$ cat src/rtl/dm_port_arbiter_pkg.sv
// Shared types and constants for the data-memory port arbiter.
package dm_arb_pkg;

  localparam int ADDR_W = 16;
  localparam int DATA_W = 16;

  localparam logic PORT_CPU = 1'b0;
  localparam logic PORT_DBG = 1'b1;

  typedef enum logic [1:0] {
    IDLE   = 2'd0,
    ACCESS = 2'd1,
    RESP   = 2'd2
  } state_t;

endpackage

$ cat src/rtl/dm_port_arbiter_if.sv
// Requester and memory bundle of the data-memory arbiter.
// master: requesters plus the memory model; slave: the arbiter.
interface dm_port_arbiter_if #(
  parameter int AW = dm_arb_pkg::ADDR_W,
  parameter int DW = dm_arb_pkg::DATA_W
);
  logic          p0_req;
  logic          p0_we;
  logic [AW-1:0] p0_addr;
  logic [DW-1:0] p0_wdata;
  logic          p0_gnt;
  logic          p0_done;
  logic [DW-1:0] p0_rdata;

  logic          p1_req;
  logic          p1_we;
  logic [AW-1:0] p1_addr;
  logic [DW-1:0] p1_wdata;
  logic          p1_gnt;
  logic          p1_done;
  logic [DW-1:0] p1_rdata;

  logic          cpu_stall;

  logic [AW-1:0] mem_addr;
  logic [DW-1:0] mem_wdata;
  logic          mem_read;
  logic          mem_write;
  logic [DW-1:0] mem_rdata;

  modport master (
    output p0_req, p0_we, p0_addr, p0_wdata,
    input  p0_gnt, p0_done, p0_rdata,
    output p1_req, p1_we, p1_addr, p1_wdata,
    input  p1_gnt, p1_done, p1_rdata,
    input  cpu_stall,
    input  mem_addr, mem_wdata, mem_read, mem_write,
    output mem_rdata
  );

  modport slave (
    input  p0_req, p0_we, p0_addr, p0_wdata,
    output p0_gnt, p0_done, p0_rdata,
    input  p1_req, p1_we, p1_addr, p1_wdata,
    output p1_gnt, p1_done, p1_rdata,
    output cpu_stall,
    output mem_addr, mem_wdata, mem_read, mem_write,
    input  mem_rdata
  );

endinterface

$ cat src/rtl/dm_port_arbiter_pick.sv
// Two-way request picker: a lone request wins; a tie goes to the debug
// port when fixed priority is set, otherwise to the port not served last.
module dm_arb_pick
  import dm_arb_pkg::*;
(
  input  logic i_req0,
  input  logic i_req1,
  input  logic i_last,
  input  logic i_fixed,
  output logic o_sel,
  output logic o_any
);

  // Select winner from current requests and last-served port.
  always_comb begin
    o_any = i_req0 | i_req1;
    o_sel = PORT_CPU;
    if (i_req0 && i_req1) begin
      o_sel = i_fixed ? PORT_DBG : ~i_last;
    end else if (i_req1) begin
      o_sel = PORT_DBG;
    end
  end

endmodule

$ cat src/rtl/dm_port_arbiter.sv
// Arbitrates the single-ported data memory between the CPU port (0) and the
// loader/debug port (1). One access per three cycles: latch, strobe, respond.
//
// state  | meaning
// IDLE   | sample requests, latch the winner's command
// ACCESS | memory strobed for one cycle, gnt high, read data captured
// RESP   | done pulse to the served port, strobes low
module dm_port_arbiter
  import dm_arb_pkg::*;
#(
  parameter int AW        = ADDR_W,
  parameter int DW        = DATA_W,
  parameter bit DBG_FIXED = 1'b0
) (
  input logic            clk,
  input logic            rst,
  dm_port_arbiter_if.slave bus
);

  state_t        r_state;
  logic          r_last;
  logic          r_sel;
  logic          r_we;
  logic          r_gnt0;
  logic          r_gnt1;
  logic          r_done0;
  logic          r_done1;
  logic [DW-1:0] r_p0_rdata;
  logic [DW-1:0] r_p1_rdata;
  logic [AW-1:0] r_mem_addr;
  logic [DW-1:0] r_mem_wdata;
  logic          r_mem_read;
  logic          r_mem_write;

  logic          w_sel;
  logic          w_any;
  logic          w_we;

  dm_arb_pick u_pick (
    .i_req0  (bus.p0_req),
    .i_req1  (bus.p1_req),
    .i_last  (r_last),
    .i_fixed (DBG_FIXED),
    .o_sel   (w_sel),
    .o_any   (w_any)
  );

  assign w_we = w_sel ? bus.p1_we : bus.p0_we;

  // Arbitration FSM; every output is registered so the strobes and gnt
  // are already valid for the whole ACCESS cycle.
  always_ff @(posedge clk) begin
    if (!rst) begin
      r_state     <= IDLE;
      r_last      <= PORT_DBG;
      r_sel       <= PORT_CPU;
      r_we        <= 1'b0;
      r_gnt0      <= 1'b0;
      r_gnt1      <= 1'b0;
      r_done0     <= 1'b0;
      r_done1     <= 1'b0;
      r_p0_rdata  <= '0;
      r_p1_rdata  <= '0;
      r_mem_addr  <= '0;
      r_mem_wdata <= '0;
      r_mem_read  <= 1'b0;
      r_mem_write <= 1'b0;
    end else begin
      case (r_state)
        IDLE: begin
          if (w_any) begin
            r_sel       <= w_sel;
            r_we        <= w_we;
            r_mem_addr  <= w_sel ? bus.p1_addr : bus.p0_addr;
            r_mem_wdata <= w_sel ? bus.p1_wdata : bus.p0_wdata;
            r_mem_read  <= ~w_we;
            r_mem_write <= w_we;
            r_gnt0      <= (w_sel == PORT_CPU);
            r_gnt1      <= (w_sel == PORT_DBG);
            r_state     <= ACCESS;
          end
        end
        ACCESS: begin
          // Writes leave the port's read register untouched.
          if (!r_we) begin
            if (r_sel == PORT_DBG) r_p1_rdata <= bus.mem_rdata;
            else                   r_p0_rdata <= bus.mem_rdata;
          end
          r_last      <= r_sel;
          r_gnt0      <= 1'b0;
          r_gnt1      <= 1'b0;
          r_mem_read  <= 1'b0;
          r_mem_write <= 1'b0;
          r_done0     <= (r_sel == PORT_CPU);
          r_done1     <= (r_sel == PORT_DBG);
          r_state     <= RESP;
        end
        RESP: begin
          r_done0 <= 1'b0;
          r_done1 <= 1'b0;
          r_state <= IDLE;
        end
        default: r_state <= IDLE;
      endcase
    end
  end

  assign bus.p0_gnt    = r_gnt0;
  assign bus.p1_gnt    = r_gnt1;
  assign bus.p0_done   = r_done0;
  assign bus.p1_done   = r_done1;
  assign bus.p0_rdata  = r_p0_rdata;
  assign bus.p1_rdata  = r_p1_rdata;
  assign bus.mem_addr  = r_mem_addr;
  assign bus.mem_wdata = r_mem_wdata;
  assign bus.mem_read  = r_mem_read;
  assign bus.mem_write = r_mem_write;

  // Stall is released in the same cycle the CPU sees done.
  assign bus.cpu_stall = bus.p0_req & ~r_done0;

endmodule

$ cat src/flat_wrapper.sv
// flat-port wrapper written by rule: the top's interface ports become plain ports
module dm_port_arbiter_flat import dm_arb_pkg::*;
#(
  parameter int AW        = ADDR_W,
  parameter int DW        = DATA_W,
  parameter bit DBG_FIXED = 1'b0
)
  (clk, rst, bus_p0_req, bus_p0_we, bus_p0_addr, bus_p0_wdata, bus_p0_gnt, bus_p0_done, bus_p0_rdata, bus_p1_req, bus_p1_we, bus_p1_addr, bus_p1_wdata, bus_p1_gnt, bus_p1_done, bus_p1_rdata, bus_cpu_stall, bus_mem_addr, bus_mem_wdata, bus_mem_read, bus_mem_write, bus_mem_rdata);
  dm_port_arbiter_if #(.AW(AW), .DW(DW)) bus_i ();
  input logic clk;
  input logic rst;
  input wire logic [$bits(bus_i.p0_req)-1:0] bus_p0_req;
  input wire logic [$bits(bus_i.p0_we)-1:0] bus_p0_we;
  input wire logic [$bits(bus_i.p0_addr)-1:0] bus_p0_addr;
  input wire logic [$bits(bus_i.p0_wdata)-1:0] bus_p0_wdata;
  output wire logic [$bits(bus_i.p0_gnt)-1:0] bus_p0_gnt;
  output wire logic [$bits(bus_i.p0_done)-1:0] bus_p0_done;
  output wire logic [$bits(bus_i.p0_rdata)-1:0] bus_p0_rdata;
  input wire logic [$bits(bus_i.p1_req)-1:0] bus_p1_req;
  input wire logic [$bits(bus_i.p1_we)-1:0] bus_p1_we;
  input wire logic [$bits(bus_i.p1_addr)-1:0] bus_p1_addr;
  input wire logic [$bits(bus_i.p1_wdata)-1:0] bus_p1_wdata;
  output wire logic [$bits(bus_i.p1_gnt)-1:0] bus_p1_gnt;
  output wire logic [$bits(bus_i.p1_done)-1:0] bus_p1_done;
  output wire logic [$bits(bus_i.p1_rdata)-1:0] bus_p1_rdata;
  output wire logic [$bits(bus_i.cpu_stall)-1:0] bus_cpu_stall;
  output wire logic [$bits(bus_i.mem_addr)-1:0] bus_mem_addr;
  output wire logic [$bits(bus_i.mem_wdata)-1:0] bus_mem_wdata;
  output wire logic [$bits(bus_i.mem_read)-1:0] bus_mem_read;
  output wire logic [$bits(bus_i.mem_write)-1:0] bus_mem_write;
  input wire logic [$bits(bus_i.mem_rdata)-1:0] bus_mem_rdata;
  assign bus_i.p0_req = bus_p0_req;
  assign bus_i.p0_we = bus_p0_we;
  assign bus_i.p0_addr = bus_p0_addr;
  assign bus_i.p0_wdata = bus_p0_wdata;
  assign bus_p0_gnt = bus_i.p0_gnt;
  assign bus_p0_done = bus_i.p0_done;
  assign bus_p0_rdata = bus_i.p0_rdata;
  assign bus_i.p1_req = bus_p1_req;
  assign bus_i.p1_we = bus_p1_we;
  assign bus_i.p1_addr = bus_p1_addr;
  assign bus_i.p1_wdata = bus_p1_wdata;
  assign bus_p1_gnt = bus_i.p1_gnt;
  assign bus_p1_done = bus_i.p1_done;
  assign bus_p1_rdata = bus_i.p1_rdata;
  assign bus_cpu_stall = bus_i.cpu_stall;
  assign bus_mem_addr = bus_i.mem_addr;
  assign bus_mem_wdata = bus_i.mem_wdata;
  assign bus_mem_read = bus_i.mem_read;
  assign bus_mem_write = bus_i.mem_write;
  assign bus_i.mem_rdata = bus_mem_rdata;
  dm_port_arbiter #(.AW(AW), .DW(DW), .DBG_FIXED(DBG_FIXED)) u_core (.clk(clk), .rst(rst), .bus(bus_i));
endmodule
$ cat config.mk
export PLATFORM = sky130hd
export DESIGN_NAME = dm_port_arbiter_flat
export DESIGN_NICKNAME = d
export VERILOG_FILES = /design/src/rtl/dm_port_arbiter_pkg.sv /design/src/rtl/dm_port_arbiter_if.sv /design/src/rtl/dm_port_arbiter_pick.sv /design/src/rtl/dm_port_arbiter.sv /design/src/flat_wrapper.sv
export SDC_FILE = /design/constraint.sdc
export NUM_CORES = 1
export LEC_CHECK = 0
export ABC_AREA = 0
export CORE_MARGIN = 2
export CORE_UTILIZATION = 55
export CTS_BUF_LIST = sky130_fd_sc_hd__clkbuf_16
export DETAILED_ROUTE_END_ITERATION = 16
export DONT_BUFFER_PORTS = 1
export PLACE_DENSITY = 0.82
export SLEW_MARGIN = 20
export SYNTH_ARGS = -nofsm -noshare
export SYNTH_HDL_FRONTEND = slang
export SYNTH_HIERARCHICAL = 1
export SYNTH_SLANG_ARGS = --single-unit
$ cat constraint.sdc
create_clock -name clk -period 1.9 [get_ports clk]
set_input_delay 0.38 -clock clk [delete_from_list [all_inputs] [get_ports clk]]
set_output_delay 0.38 -clock clk [all_outputs]
set_load 0.02 [all_outputs]
Yosys cells after proc, flatten, opt, wreduce, memory -nomap -nowiden
Cells that the tools add are included.
{"block": "totals", "reg_bits": 75, "in_bits": 86, "out_inout_bits": 71, "word_cells": 50}
{"block": "op_classes", "eq_ne": 3, "muxes": 17, "bitwise": 8, "n_reduce_logical": 8}
{"op": "$mux 16", "n": 2}
{"op": "$pmux 1 s2", "n": 6}
{"op": "$mux 1", "n": 7}
{"op": "$not 1->1", "n": 6}
{"op": "$reduce_and 3->1", "n": 2}
{"op": "$pmux 2 s2", "n": 1}
{"op": "$reduce_and 2->1", "n": 2}
{"op": "$reduce_bool 2->1", "n": 2}
{"op": "$eq 2x1->1 const B", "n": 1}
{"op": "$eq 2x2->1 const B", "n": 1}
{"op": "$logic_not 2->1", "n": 1}
{"op": "$mux 2", "n": 1}
{"op": "$ne 2x2->1 const B", "n": 1}
{"op": "$and 1x1->1", "n": 1}
{"op": "$logic_and 1x1->1", "n": 1}
{"op": "$or 1x1->1", "n": 1}

Longest topological paths before layout
Gate-level depths: netlist of the first run.
{"block": "logic_depth", "ltp_word": 6, "mapped_depth": 7, "ltp_nobuf": 5}

By module
The synthesis of the first run kept the hierarchy.
{"module": "dm_port_arbiter", "n_inst": 1, "cells_each": 325, "area_each_um2": 3089.2, "seq_area_each_um2": 1501.4}
{"module": "dm_arb_pick", "n_inst": 1, "cells_each": 4, "area_each_um2": 20.0, "seq_area_each_um2": 0.0}

Worst setup path after synthesis of the first run
No wires, ideal clock.
{"block": "synth_path", "path_kind": "register -> register", "startpoint": "reg u_core.r_state[1]", "endpoint": "reg u_core.r_p0_rdata[10] (netlist: u_core/bus.p0_rdata[10])", "setup_time_ps": 115, "arrival_time_ps": 1386, "slack_ps": 399, "stages_incl_launch_ff": 8, "n_path_buf": 2, "period_less_slack_ps": 1501, "cell_sequence": "dfxtp_1 -> inv_1 -> ha_1 -> or3b_1 -> buf_6 -> buf_6 -> nand3_1 -> o21ai_2"}
{"block": "synth_via", "elab_chain_cells": 2}
{"item": "start, declared", "line_no": "dm_port_arbiter.sv:20", "source": "state_t r_state;"}
{"item": "start signal, assigned", "line_no": "dm_port_arbiter.sv:54", "source": "r_state <= IDLE;"}
{"item": "start signal, assigned", "line_no": "dm_port_arbiter.sv:80", "source": "r_state <= ACCESS;"}
{"item": "start signal, assigned", "line_no": "dm_port_arbiter.sv:96", "source": "r_state <= RESP;"}
{"item": "$eq 2x1->1", "line_no": "dm_port_arbiter.sv:69", "source": "case (r_state)"}
{"item": "$reduce_and 3->1 (no source line)"}
{"item": "end signal, assigned", "line_no": "dm_port_arbiter.sv:87", "source": "else r_p0_rdata <= bus.mem_rdata;"}
{"item": "end, declared", "line_no": "dm_port_arbiter.sv:28", "source": "logic [DW-1:0] r_p0_rdata;"}
Every way passes these cells.
A chain may end at the register's enable or synchronous reset.

Final worst setup path of the first run
{"block": "layout_path", "startpoint": "reg u_core.r_state[1]", "endpoint": "reg u_core.r_p0_rdata[5] (netlist: u_core/bus.p0_rdata[5])"}
The elaborated chain is that of the path after synthesis.

==> results of run 1 <==
==> sequential cells by signal, indices dropped and copies added (netlist names), 2 cells and up <==
register / flops
u_core/r_state: 2
u_core/bus.mem_addr: 16
u_core/bus.mem_wdata: 16
u_core/bus.p1_rdata: 16
u_core/bus.p0_rdata: 16
==> metal layers <==
| layer | share of wire [%] | track usage [%] | vias up |
|---|---|---|---|
| li1 | - | - | 1122 |
| met1 | 40 | 22.0 | 1077 |
| met2 | 49 | 32.1 | 113 |
| met3 | 9.9 | 6.82 | 8 |
| met4 | 1.5 | 9.48 | 0 |
| met5 | 0 | 0 | - |
==> critical path: cells and delay by family (launching register included) <==
family	cells	cell delay, ps
fa+ha+maj	1	270
flops	1	320
compound gates	1	60
simple gates	2	520
buf+inv	2	390
==> cell type report <==
cell class                 count  area share, %
sequential                    75           44.5
timing repair buffer           4           1.63
clock inverter                 7           1.34
tap                           72           2.67
inverter                       5          0.557
clock buffer                   9           6.68
multi-input combinational    220           42.6
==> placed cells by master, fill, tap and decap left out <==
cell,instances
o22ai_1,1
nand2b_1,1
nor2b_1,5
nor2_1,2
nand4b_1,2
mux2i_1,39
clkbuf_16,9
o21ai_2,16
dfxtp_1,75
nand3_2,5
clkinv_4,1
a21oi_1,33
o21ai_0,51
nand3_1,31
ha_1,5
and2_1,1
nand2_1,21
a31oi_4,1
buf_4,2
or2_1,1
buf_12,2
clkinvlp_4,3
nand3b_1,2
conb_1,1
clkinv_2,2
or3b_1,1
inv_1,5
and2_2,1
clkinv_1,1
==> logic make-up (layout without fill, tap and decap cells) <==
logic type               count (synthesis)  after routing  synth area share, %
multiplexers                            39             39                 12.6
flip-flops                              75             75                 48.3
AO/OA/AOI/OAI                          102            102                 18.4
adder cells (fa/ha/maj)                  5              5                 2.01
buffers and inverters                   34             25                 6.08
AND/OR/NAND/NOR                         73             73                 12.5
other                                    1              1                0.121
==> through the flow <==
stage / util (%) / hold WS [ps] / instances / setup slack [ps]
floorplan: - / 442 / 329 / 399
global placement: 56.7 / 449 / 376 / 301
detailed placement: 56.7 / 465 / 376 / 215
CTS: 61.6 / 137 / 392 / 188
global route: 61.6 / 136 / 392 / 88.3
finish: 61.6 / 155 / 392 / 194
==> worst paths after layout <==
| check | from | slack [ps] | cells past startpoint | to |
|---|---|---|---|---|
| worst max-delay path | u_core/r_state[1]$_SDFFE_PN0P_ | 190 | 6 | u_core/bus.p0_rdata[5]$_SDFFE_PN0P_ |
| worst min-delay path | rst | 160 | 1 | u_core/r_last$_SDFFE_PN1N_ |
| worst max register to register | u_core/r_state[1]$_SDFFE_PN0P_ | 190 | 6 | u_core/bus.p0_rdata[5]$_SDFFE_PN0P_ |
| worst min register to register | u_core/bus.mem_read$_SDFFE_PN0P_ | 550 | 2 | u_core/bus.mem_read$_SDFFE_PN0P_ |
==> power breakdown <==
part	switching (µW)	internal (µW)
Sequential	310	1750
Combinational	296	199
Clock	622	875
==> summary.md, run 1 <==
| Metric | Value |
|---|---|
| Outcome | `finished clean` |
| Clock Sinks | `75` |
| Clk buf depth | `2` |
| Synth warn | `6` |
| Largest cells by area after synthesis | `dfxtp_1 48%, mux2i_1 13%, o21ai_0 8.2%` |
| DR DRC count | `0` |
| CTS Hold Buffers Added | `0` |
| FF+latch count, synth | `75` |
| Worst hold path type | `input port to flop` |
| Fin area | `0.00337 mm²` |
| Worst-path cell chain | `inv_1, ha_1, or3b_1, buf_4, nand3_1, o21ai_2` |
| Grt ovf | `0` |
| Max-slew headroom | `66.6%` |
| Starting Density | `56.8%` |
| Reg area | `0.00150 mm²` |
| Final nets | `406` |
| Final setup TNS | `0 ps` |
| Seq/Total Area, Yosys | `48.3%` |
| Routed wire length | `6350 µm` |
| Final Setup Violations | `0` |
| IO Pins | `157` |
| F_max | `586 MHz` |
| Setup crit end kind | `flop` |
| Vias in the first global route | `2104` |
| Overall Global Routing Usage | `19.3%` |
| Die area | `0.00627 mm²` |
| DRT iter0 DRCs | `126` |
| Core region area | `0.00547 mm²` |
| Vias | `2320` |
| Pwr Density | `1200 mW/mm²` |
| Row cnt | `27` |
| Clock-pin slew on the worst setup and hold paths | `60 ps` |
| Clock Skews | `7.38 ps` |
| CP startpoint kind | `flop` |
| Dpl hpwl | `4280 µm` |
| Synth-to-layout area growth | `8.41%` |
| Post-CTS Setup Inserts | `0` |
| Yosys top cell area share | `48.3%` |
| Top-count cell post-synth | `dfxtp_1` |
| Fin. Hold Viols | `0` |
| First-pass GRT wire length | `9580 µm` |
| Synth area leader | `dfxtp_1` |
| RSZ-0062 raised after global routing | `false` |
| Port bufs | `0` |
| Share of cells above drive strength 1 | `13.1%` |
| Worst EP required | `2090 ps` |
| Syn_nets | `420` |
| Minimum clock period | `1710 ps` |
| Pwr Total | `4050 µW` |
| WL/cell | `16.2 µm` |
| CP Data Arrival Time | `1900 ps` |
| CTS tree | `yes` |
| Peak supply drop | `0.647 mV` |
| Ys async rst share | `0%` |
| Clk_lat worst skew | `320 ps` |
| Syn_area_per_cell | `9.45 µm²` |
| Post-synthesis instance total | `329` |
| Fillers | `463` |
| CP max stage cell | `or3b_1` |
| First-pass detailed-route iteration total | `4` |
| CTS root buf | `clkbuf_16` |
| EDFF count, synth | `0` |
| Largest net degree at the start of global routing | `96` |
| Max_cap viols | `0` |
| Final Cycle Share | `89.8%` |
| GPL Wtd Cong | `0.781` |
| CP Class | `flop to flop` |
| Synthesized area | `0.00311 mm²` |
| Area of the multi-input gates | `0.00144 mm²` |
| P_leak | `0.00130 µW` |
| Antenna Cells | `0` |
| Post-synth top flop | `dfxtp_1` |
| Top cells by count, synth | `75 x dfxtp_1, 51 x o21ai_0, 39 x mux2i_1` |
| PostCTS Resize Cnt | `0` |
| Critical-path maximum fanout | `32` |
| Initial antenna violation count | `0` |
| CP peak stage delay | `360 ps` |
| Via density | `5.92` |
| Final ANT Viol Nets | `0` |
| Unique masters post-synth | `26` |
| Slew Viols, Final | `0` |
| Die H | `79.2 µm` |
| Chip Width | `79.2 µm` |
| Post-place instance area | `0.00310 mm²` |
| H-Tree Depth | `3` |
| Slew @ Worst Pin | `488 ps` |
| CTS buffer count | `9` |
Power figures use the tool's default switching activity.
==> inputs of run 2 (changes only) <==
==> constraint.sdc (replaced) <==
create_clock -name clk -period 1.9 [get_ports clk]
set_input_delay 0.57 -clock clk [delete_from_list [all_inputs] [get_ports clk]]
set_output_delay 0.57 -clock clk [all_outputs]
set_load 0.02 [all_outputs]
==> run 2 against run 1 <==
Final cell count is 0.26% higher. Highest routed layer unchanged. Non-clock buffer count rose by 1. Combinational power is essentially flat.
==> summary.md, run 2 (synthesized netlist as in run 1, its figures left out) <==
| Metric | Value |
|---|---|
| Final setup TNS | `0 ps (unchanged)` |
| Final Util | `62.6% (was 61.6%)` |
| CP Data Arrival Time | `1850 ps (was 1900 ps)` |
| H-Tree Depth | `3 (unchanged)` |
| CTS buffer count | `9 (unchanged)` |
| Synth-to-layout area growth | `10.2% (was 8.41%)` |
| CP max stage cell | `or3b_1 (unchanged)` |
| WHS Path Cells | `1 (unchanged)` |
| RSZ-0062 raised after global routing | `false (unchanged)` |
| Pwr Density | `1260 mW/mm² (was 1200 mW/mm²)` |
| Worst-path cell chain | `inv_1, ha_1, or3b_1, buf_4, nand3_1, o21ai_2 (unchanged)` |
| Outcome | `finished clean (unchanged)` |
| Core region area | `0.00547 mm² (unchanged)` |
| Via density | `5.74 (was 5.92)` |
| Clk_lat worst skew | `320 ps (about the same)` |
| Die H | `79.2 µm (unchanged)` |
| Final ANT Viol Nets | `0 (unchanged)` |
| Worst hold path type | `input port to flop (unchanged)` |
| GPL Wtd Cong | `0.709 (was 0.781)` |
| Grt ovf | `0 (unchanged)` |
| F_max | `606 MHz (was 586 MHz)` |
| Largest net degree at the start of global routing | `96 (unchanged)` |
| Slew Viols, Final | `0 (unchanged)` |
| Max_cap viols | `0 (unchanged)` |
| Overall Global Routing Usage | `19.6% (was 19.3%)` |
| CTS Hold Buffers Added | `0 (unchanged)` |
| Row cnt | `27 (unchanged)` |
| First-pass detailed-route iteration total | `4 (unchanged)` |
| Setup ws final | `251 ps (was 194 ps)` |
| Vias | `2254 (was 2320)` |
| Final nets | `407 (was 406)` |
| Clock Sinks | `75 (unchanged)` |
| Clock Skews | `7.32 ps (was 7.38 ps)` |
| Dpl hpwl | `4280 µm (about the same)` |
| Critical-path maximum fanout | `22 (was 32)` |
| Setup crit end kind | `flop (unchanged)` |
| Final Setup Violations | `0 (unchanged)` |
| CP peak stage delay | `390 ps (was 360 ps)` |
| Vias in the first global route | `2121 (was 2104)` |
| IO Pins | `157 (unchanged)` |
| Most common cell after layout, fill and taps aside | `dfxtp_1 (unchanged)` |
| CTS tree | `yes (unchanged)` |
| Post-CTS Setup Inserts | `0 (unchanged)` |
| DRT iter0 DRCs | `80 (was 126)` |
| Initial antenna violation count | `0 (unchanged)` |
| PostCTS Resize Cnt | `0 (unchanged)` |
| Clock-pin slew on the worst setup and hold paths | `60 ps (about the same)` |
| Port bufs | `0 (unchanged)` |
| Fin. Hold Viols | `0 (unchanged)` |
| Most frequent cells in the layout | `75 x dfxtp_1, 51 x o21ai_0, 39 x mux2i_1, 33 x a21oi_1, 31 x nand3_1 (unchanged)` |
| First-pass GRT wire length | `9530 µm (was 9580 µm)` |
| Chip Width | `79.2 µm (unchanged)` |
| Routed wire length | `6250 µm (was 6350 µm)` |
| Pwr Total | `4320 µW (was 4050 µW)` |
| Reg2Reg Depth | `6 (unchanged)` |
| Share of cells above drive strength 1 | `13.4% (was 13.1%)` |
| Clk buf depth | `2 (unchanged)` |
| Fillers | `436 (was 463)` |
| CTS root buf | `clkbuf_16 (unchanged)` |
| Starting Density | `56.8% (unchanged)` |
| P_leak | `0.00133 µW (was 0.00130 µW)` |
| DR DRC count | `0 (unchanged)` |
| Die area | `0.00627 mm² (unchanged)` |
| Antenna Cells | `0 (unchanged)` |
| Peak supply drop | `0.667 mV (was 0.647 mV)` |
| CP startpoint kind | `flop (unchanged)` |
| Final Cycle Share | `86.8% (was 89.8%)` |
| WL/cell | `15.9 µm (was 16.2 µm)` |
| Pre-CTS setup slack | `248 ps (was 215 ps)` |
| CP Class | `flop to flop (unchanged)` |
| Worst EP required | `2100 ps (was 2090 ps)` |
| Minimum clock period | `1650 ps (was 1710 ps)` |
[run 2: cell count changes in the layout (fill, tap and decap cells not counted)]
cell / previous run / this run
bufinv_16: 0 / 2
buf_4: 2 / 3
clkinv_2: 2 / 1
clkinvlp_4: 3 / 2
[run 2: power by group]
part | switching [µW] | total [µW] | internal (µW)
clock network | 618 | 1760 | 1140
registers | 312 | 2060 | 1750
logic | 294 | 497 | 204
total | 1220 | 4320 | 3090
[run 2: cell type report]
type | instances | area (µm²) | share of cell area [%]
Timing Repair Buffer | 5 | 62.6 | 1.83
Sequential cell | 75 | 1500 | 43.8
Tap cell | 72 | 90.1 | 2.63
Multi-Input combinational cell | 220 | 1440 | 41.9
Inverter | 5 | 18.8 | 0.548
Clock buffer | 9 | 225 | 6.57
Clock inverter | 7 | 92.6 | 2.70
[run 2: worst paths after layout]
check                            startpoint                             endpoint  slack, ps
max          u_core/r_state[1]$_SDFFE_PN0P_  u_core/bus.p0_rdata[9]$_SDFFE_PN0P_        250
min                                     rst           u_core/r_last$_SDFFE_PN1N_        310
max reg2reg  u_core/r_state[1]$_SDFFE_PN0P_  u_core/bus.p0_rdata[9]$_SDFFE_PN0P_        250
min reg2reg      u_core/r_last$_SDFFE_PN1N_           u_core/r_last$_SDFFE_PN1N_        550
[run 2: critical path, delay by kind of cell, from the launching register on]
kind / cells / cell delay (ps)
AOI/OAI and AO/OA: 1 / 60
and+or+nand+nor: 2 / 520
adders and majority gates: 1 / 270
DFF: 1 / 320
buffers and inverters: 2 / 360
[run 2: per-stage QoR]
stage | instance area [µm²] | hold slack, ps | std cells
5_1_grt | 3430 | 308 | 393
3_3_place_gp | 3110 | 527 | 377
6_report | 3430 | 312 | 393
2_1_floorplan | 3110 | 442 | 329
4_1_cts | 3430 | 301 | 393
3_5_place_dp | 3110 | 529 | 377
[run 2: per-layer routing]
layer | part of all wire [%] | wire length, µm | track usage (%)
met1 | 41 | 2580 | 20.8
met3 | 9.3 | 584 | 7.84
met2 | 48 | 3020 | 33.8
met5 | 0 | 0 | 0
met4 | 1.1 | 67 | 8.97
==> inputs of run 3 (changes only) <==
- ABC_AREA: 0 -> 1
- CORE_UTILIZATION: 55 -> 60
- PLACE_DENSITY: 0.82 -> 0.88
- TNS_END_PERCENT: not set -> 100
==> run 3 against run 2 <==
Synthesized cell count up 30%. Power up 1.6%. Fmax down 1.3%. Final area up 0.77%. Die area down 4.9%. Final cell count up 25%. Register-to-register slack worse by 20 ps. Largest cell class unchanged. Highest routed layer unchanged.
==> summary.md, run 3 <==
| Metric | Value |
|---|---|
| Clock Skews | `7.44 ps (was 7.32 ps)` |
| Max_cap viols | `0 (unchanged)` |
| FF+latch count, synth | `75 (unchanged)` |
| EDFF count, synth | `0 (unchanged)` |
| Largest net degree at the start of global routing | `70 (was 96)` |
| Synth area leader | `dfxtp_1 (unchanged)` |
| Synthesized area | `0.00322 mm² (was 0.00311 mm²)` |
| Fin. Hold Viols | `0 (unchanged)` |
| DRT iter0 DRCs | `109 (was 80)` |
| Most frequent cells in the layout | `81 x nand2_1, 75 x dfxtp_1, 67 x nor2_1, 44 x inv_1, 41 x nand3_1 (was 75 x dfxtp_1, 51 x o21ai_0, 39 x mux2i_1, 33 x a21oi_1, 31 x nand3_1)` |
| WP buf/inv | `3 (was 2)` |
| CP Class | `flop to flop (unchanged)` |
| Internal | `3000 µW (was 3090 µW)` |
| Post-synth top flop | `dfxtp_1 (unchanged)` |
| Core region area | `0.00514 mm² (was 0.00547 mm²)` |
| Chip Width | `77.2 µm (was 79.2 µm)` |
| Via density | `5.54 (was 5.74)` |
| Cell family with most CP delay | `buffers and inverters (was simple AND/OR/NAND/NOR gates)` |
| Minimum clock period | `1670 ps (was 1650 ps)` |
| Sw frac | `31.6% (was 28.3%)` |
| Final Setup Violations | `0 (unchanged)` |
| Synth-to-layout area growth | `7.27% (was 10.2%)` |
| CTS tree | `yes (unchanged)` |
| Routed wire length | `7120 µm (was 6250 µm)` |
| Worst EP required | `2110 ps (was 2100 ps)` |
| Initial antenna violation count | `0 (unchanged)` |
| Peak supply drop | `0.642 mV (was 0.667 mV)` |
| Clock Sinks | `75 (unchanged)` |
| Power share of the combinational group | `13.7% (was 11.5%)` |
| PostCTS Resize Cnt | `0 (unchanged)` |
| IO Pins | `157 (unchanged)` |
| P_leak | `0.00164 µW (was 0.00133 µW)` |
| Setup crit end kind | `flop (unchanged)` |
| Final Cycle Share | `88.0% (was 86.8%)` |
| WL/cell | `14.5 µm (was 15.9 µm)` |
| Critical-path maximum fanout | `68 (was 22)` |
| Yosys top cell area share | `46.7% (was 48.3%)` |
| CP peak stage delay | `340 ps (was 390 ps)` |
| CP startpoint kind | `flop (unchanged)` |
| CTS Hold Buffers Added | `0 (unchanged)` |
| DR DRC count | `0 (unchanged)` |
| First-pass GRT wire length | `11600 µm (was 9530 µm)` |
| Syn_nets | `519 (was 420)` |
| Port bufs | `0 (unchanged)` |
| Row cnt | `26 (was 27)` |
| H-Tree Depth | `3 (unchanged)` |
| Sequential Power Share | `49.3% (was 47.7%)` |
| Top cells by count, synth | `81 x nand2_1, 75 x dfxtp_1, 67 x nor2_1 (was 75 x dfxtp_1, 51 x o21ai_0, 39 x mux2i_1)` |
| Largest cells by area after synthesis | `dfxtp_1 47%, nand2_1 9.4%, nor2_1 7.8% (was dfxtp_1 48%, mux2i_1 13%, o21ai_0 8.2%)` |
| CP max stage cell | `inv_6 (was or3b_1)` |
| Fillers | `431 (was 436)` |
| Worst hold path type | `input port to flop (unchanged)` |
| Unique masters post-synth | `24 (was 26)` |
| Share of cells above drive strength 1 | `7.35% (was 13.4%)` |
| Final ANT Viol Nets | `0 (unchanged)` |
| Syn_area_per_cell | `7.52 µm² (was 9.45 µm²)` |
| F_max | `598 MHz (was 606 MHz)` |
| Ys async rst share | `0% (unchanged)` |
| Post-synthesis instance total | `428 (was 329)` |
| Worst path most repeated cell | `inv_1` |
| Antenna Cells | `0 (unchanged)` |
| Dpl hpwl | `5090 µm (was 4280 µm)` |
| Setup ws final | `228 ps (was 251 ps)` |
| Vias in the first global route | `2595 (was 2121)` |
| CP Data Arrival Time | `1880 ps (was 1850 ps)` |
| Most common cell after layout, fill and taps aside | `nand2_1 (was dfxtp_1)` |
| RSZ-0062 raised after global routing | `false (unchanged)` |
| Total net switching power | `1390 µW (was 1220 µW)` |
| Grt ovf | `0 (unchanged)` |
| Clock power share | `37.0% (was 40.8%)` |
| Top-count cell post-synth | `nand2_1 (was dfxtp_1)` |
| Clk buf depth | `2 (unchanged)` |
| Final nets | `508 (was 407)` |
| Pre-CTS setup slack | `135 ps (was 248 ps)` |
| Final setup TNS | `0 ps (unchanged)` |
| Die area | `0.00597 mm² (was 0.00627 mm²)` |
| Vias | `2728 (was 2254)` |
| Clock-pin slew on the worst setup and hold paths | `60 ps (about the same)` |
| Slew Viols, Final | `0 (unchanged)` |
| Die H | `77.2 µm (was 79.2 µm)` |
| Seq/Total Area, Yosys | `46.7% (was 48.3%)` |
| Outcome | `finished clean (unchanged)` |
| Clk_lat worst skew | `310 ps (was 320 ps)` |
| Worst-path cell chain | `inv_1, ha_1, nand2_4, inv_6, nand3_1, o211ai_1, inv_1 (was inv_1, ha_1, or3b_1, buf_4, nand3_1, o21ai_2)` |
| CTS buffer count | `9 (unchanged)` |
| CTS root buf | `clkbuf_16 (unchanged)` |
| GPL Wtd Cong | `0.815 (was 0.709)` |
| Overall Global Routing Usage | `23.9% (was 19.6%)` |
| Starting Density | `62.6% (was 56.8%)` |
| Post-CTS Setup Inserts | `0 (unchanged)` |
| First-pass detailed-route iteration total | `4 (unchanged)` |
| Pwr Density | `1270 mW/mm² (was 1260 mW/mm²)` |
| Synth warn | `6 (unchanged)` |
run 3: cell types whose count changed in the layout (fill, tap and decap cells not counted), sizes merged, moves of 5 or more:
cell	before	now
nor2b	5	0
inv	5	48
o211ai	0	33
nor2	2	68
mux2i	39	0
o21ai	67	35
a21oi	33	10
nand3	36	41
nand2	21	86
run 3: layer usage:
metal / share of wire (%) / track usage, % / up-vias
li1: - / - / 1356
met1: 40 / 25.0 / 1247
met2: 49 / 42.4 / 119
met3: 10 / 10.2 / 6
met4: 0.70 / 8.39 / 0
met5: 0 / 0 / -
run 3: per-stage QoR:
stage / instance area, µm² / cells / power (µW) / hold WS, ps / util (%)
3_3_place_gp: 3160 / 476 / 2750 / 465 / 61.4
4_1_cts: 3450 / 492 / 4420 / 359 / 67.1
3_5_place_dp: 3160 / 476 / 2790 / 489 / 61.4
5_1_grt: 3450 / 492 / 4590 / 360 / 67.2
6_report: 3450 / 492 / 4380 / 394 / 67.2
2_1_floorplan: 3220 / 428 / 2720 / 446 / -
run 3: cells by family (layout without fill, tap and decap cells):
| family | Yosys count | in the layout | share of synthesized area (%) |
|---|---|---|---|
| compound gates | 78 | 78 | 14.9 |
| fa+ha+maj | 5 | 5 | 1.94 |
| buf+inv | 73 | 67 | 11.0 |
| flops | 75 | 75 | 46.7 |
| other cells | 1 | 1 | 0.117 |
| simple gates | 196 | 196 | 25.3 |
run 3: worst paths after layout:
check,end,slack [ps],cells after the start,start
max,u_core/bus.mem_wdata[3]$_SDFFE_PN0P_,230,7,u_core/r_state[1]$_SDFFE_PN0P_
min reg2reg,u_core/r_last$_SDFFE_PN1N_,500,2,u_core/r_last$_SDFFE_PN1N_
min,u_core/bus.p0_rdata[8]$_SDFFE_PN0P_,390,2,rst
max reg2reg,u_core/bus.mem_wdata[3]$_SDFFE_PN0P_,230,7,u_core/r_state[1]$_SDFFE_PN0P_
run 3: layout make-up:
cell class	instances	area [µm²]	area share [%]
Clock inverter	7	68.8	1.99
Clock buffer	9	225	6.52
Inverter	48	185	5.36
Tap cell	70	87.6	2.54
Sequential cell	75	1500	43.5
Multi-Input combinational cell	280	1360	39.4
Timing Repair Buffer	3	22.5	0.652
run 3: power by group through the flow:
stage / clock network (µW) / registers (µW) / logic [µW]
2_1_floorplan: 0 / 2150 / 575
3_3_place_gp: 0 / 2190 / 559
3_5_place_dp: 0 / 2190 / 594
4_1_cts: 1660 / 2160 / 595
5_1_grt: 1720 / 2180 / 689
6_report: 1620 / 2160 / 600
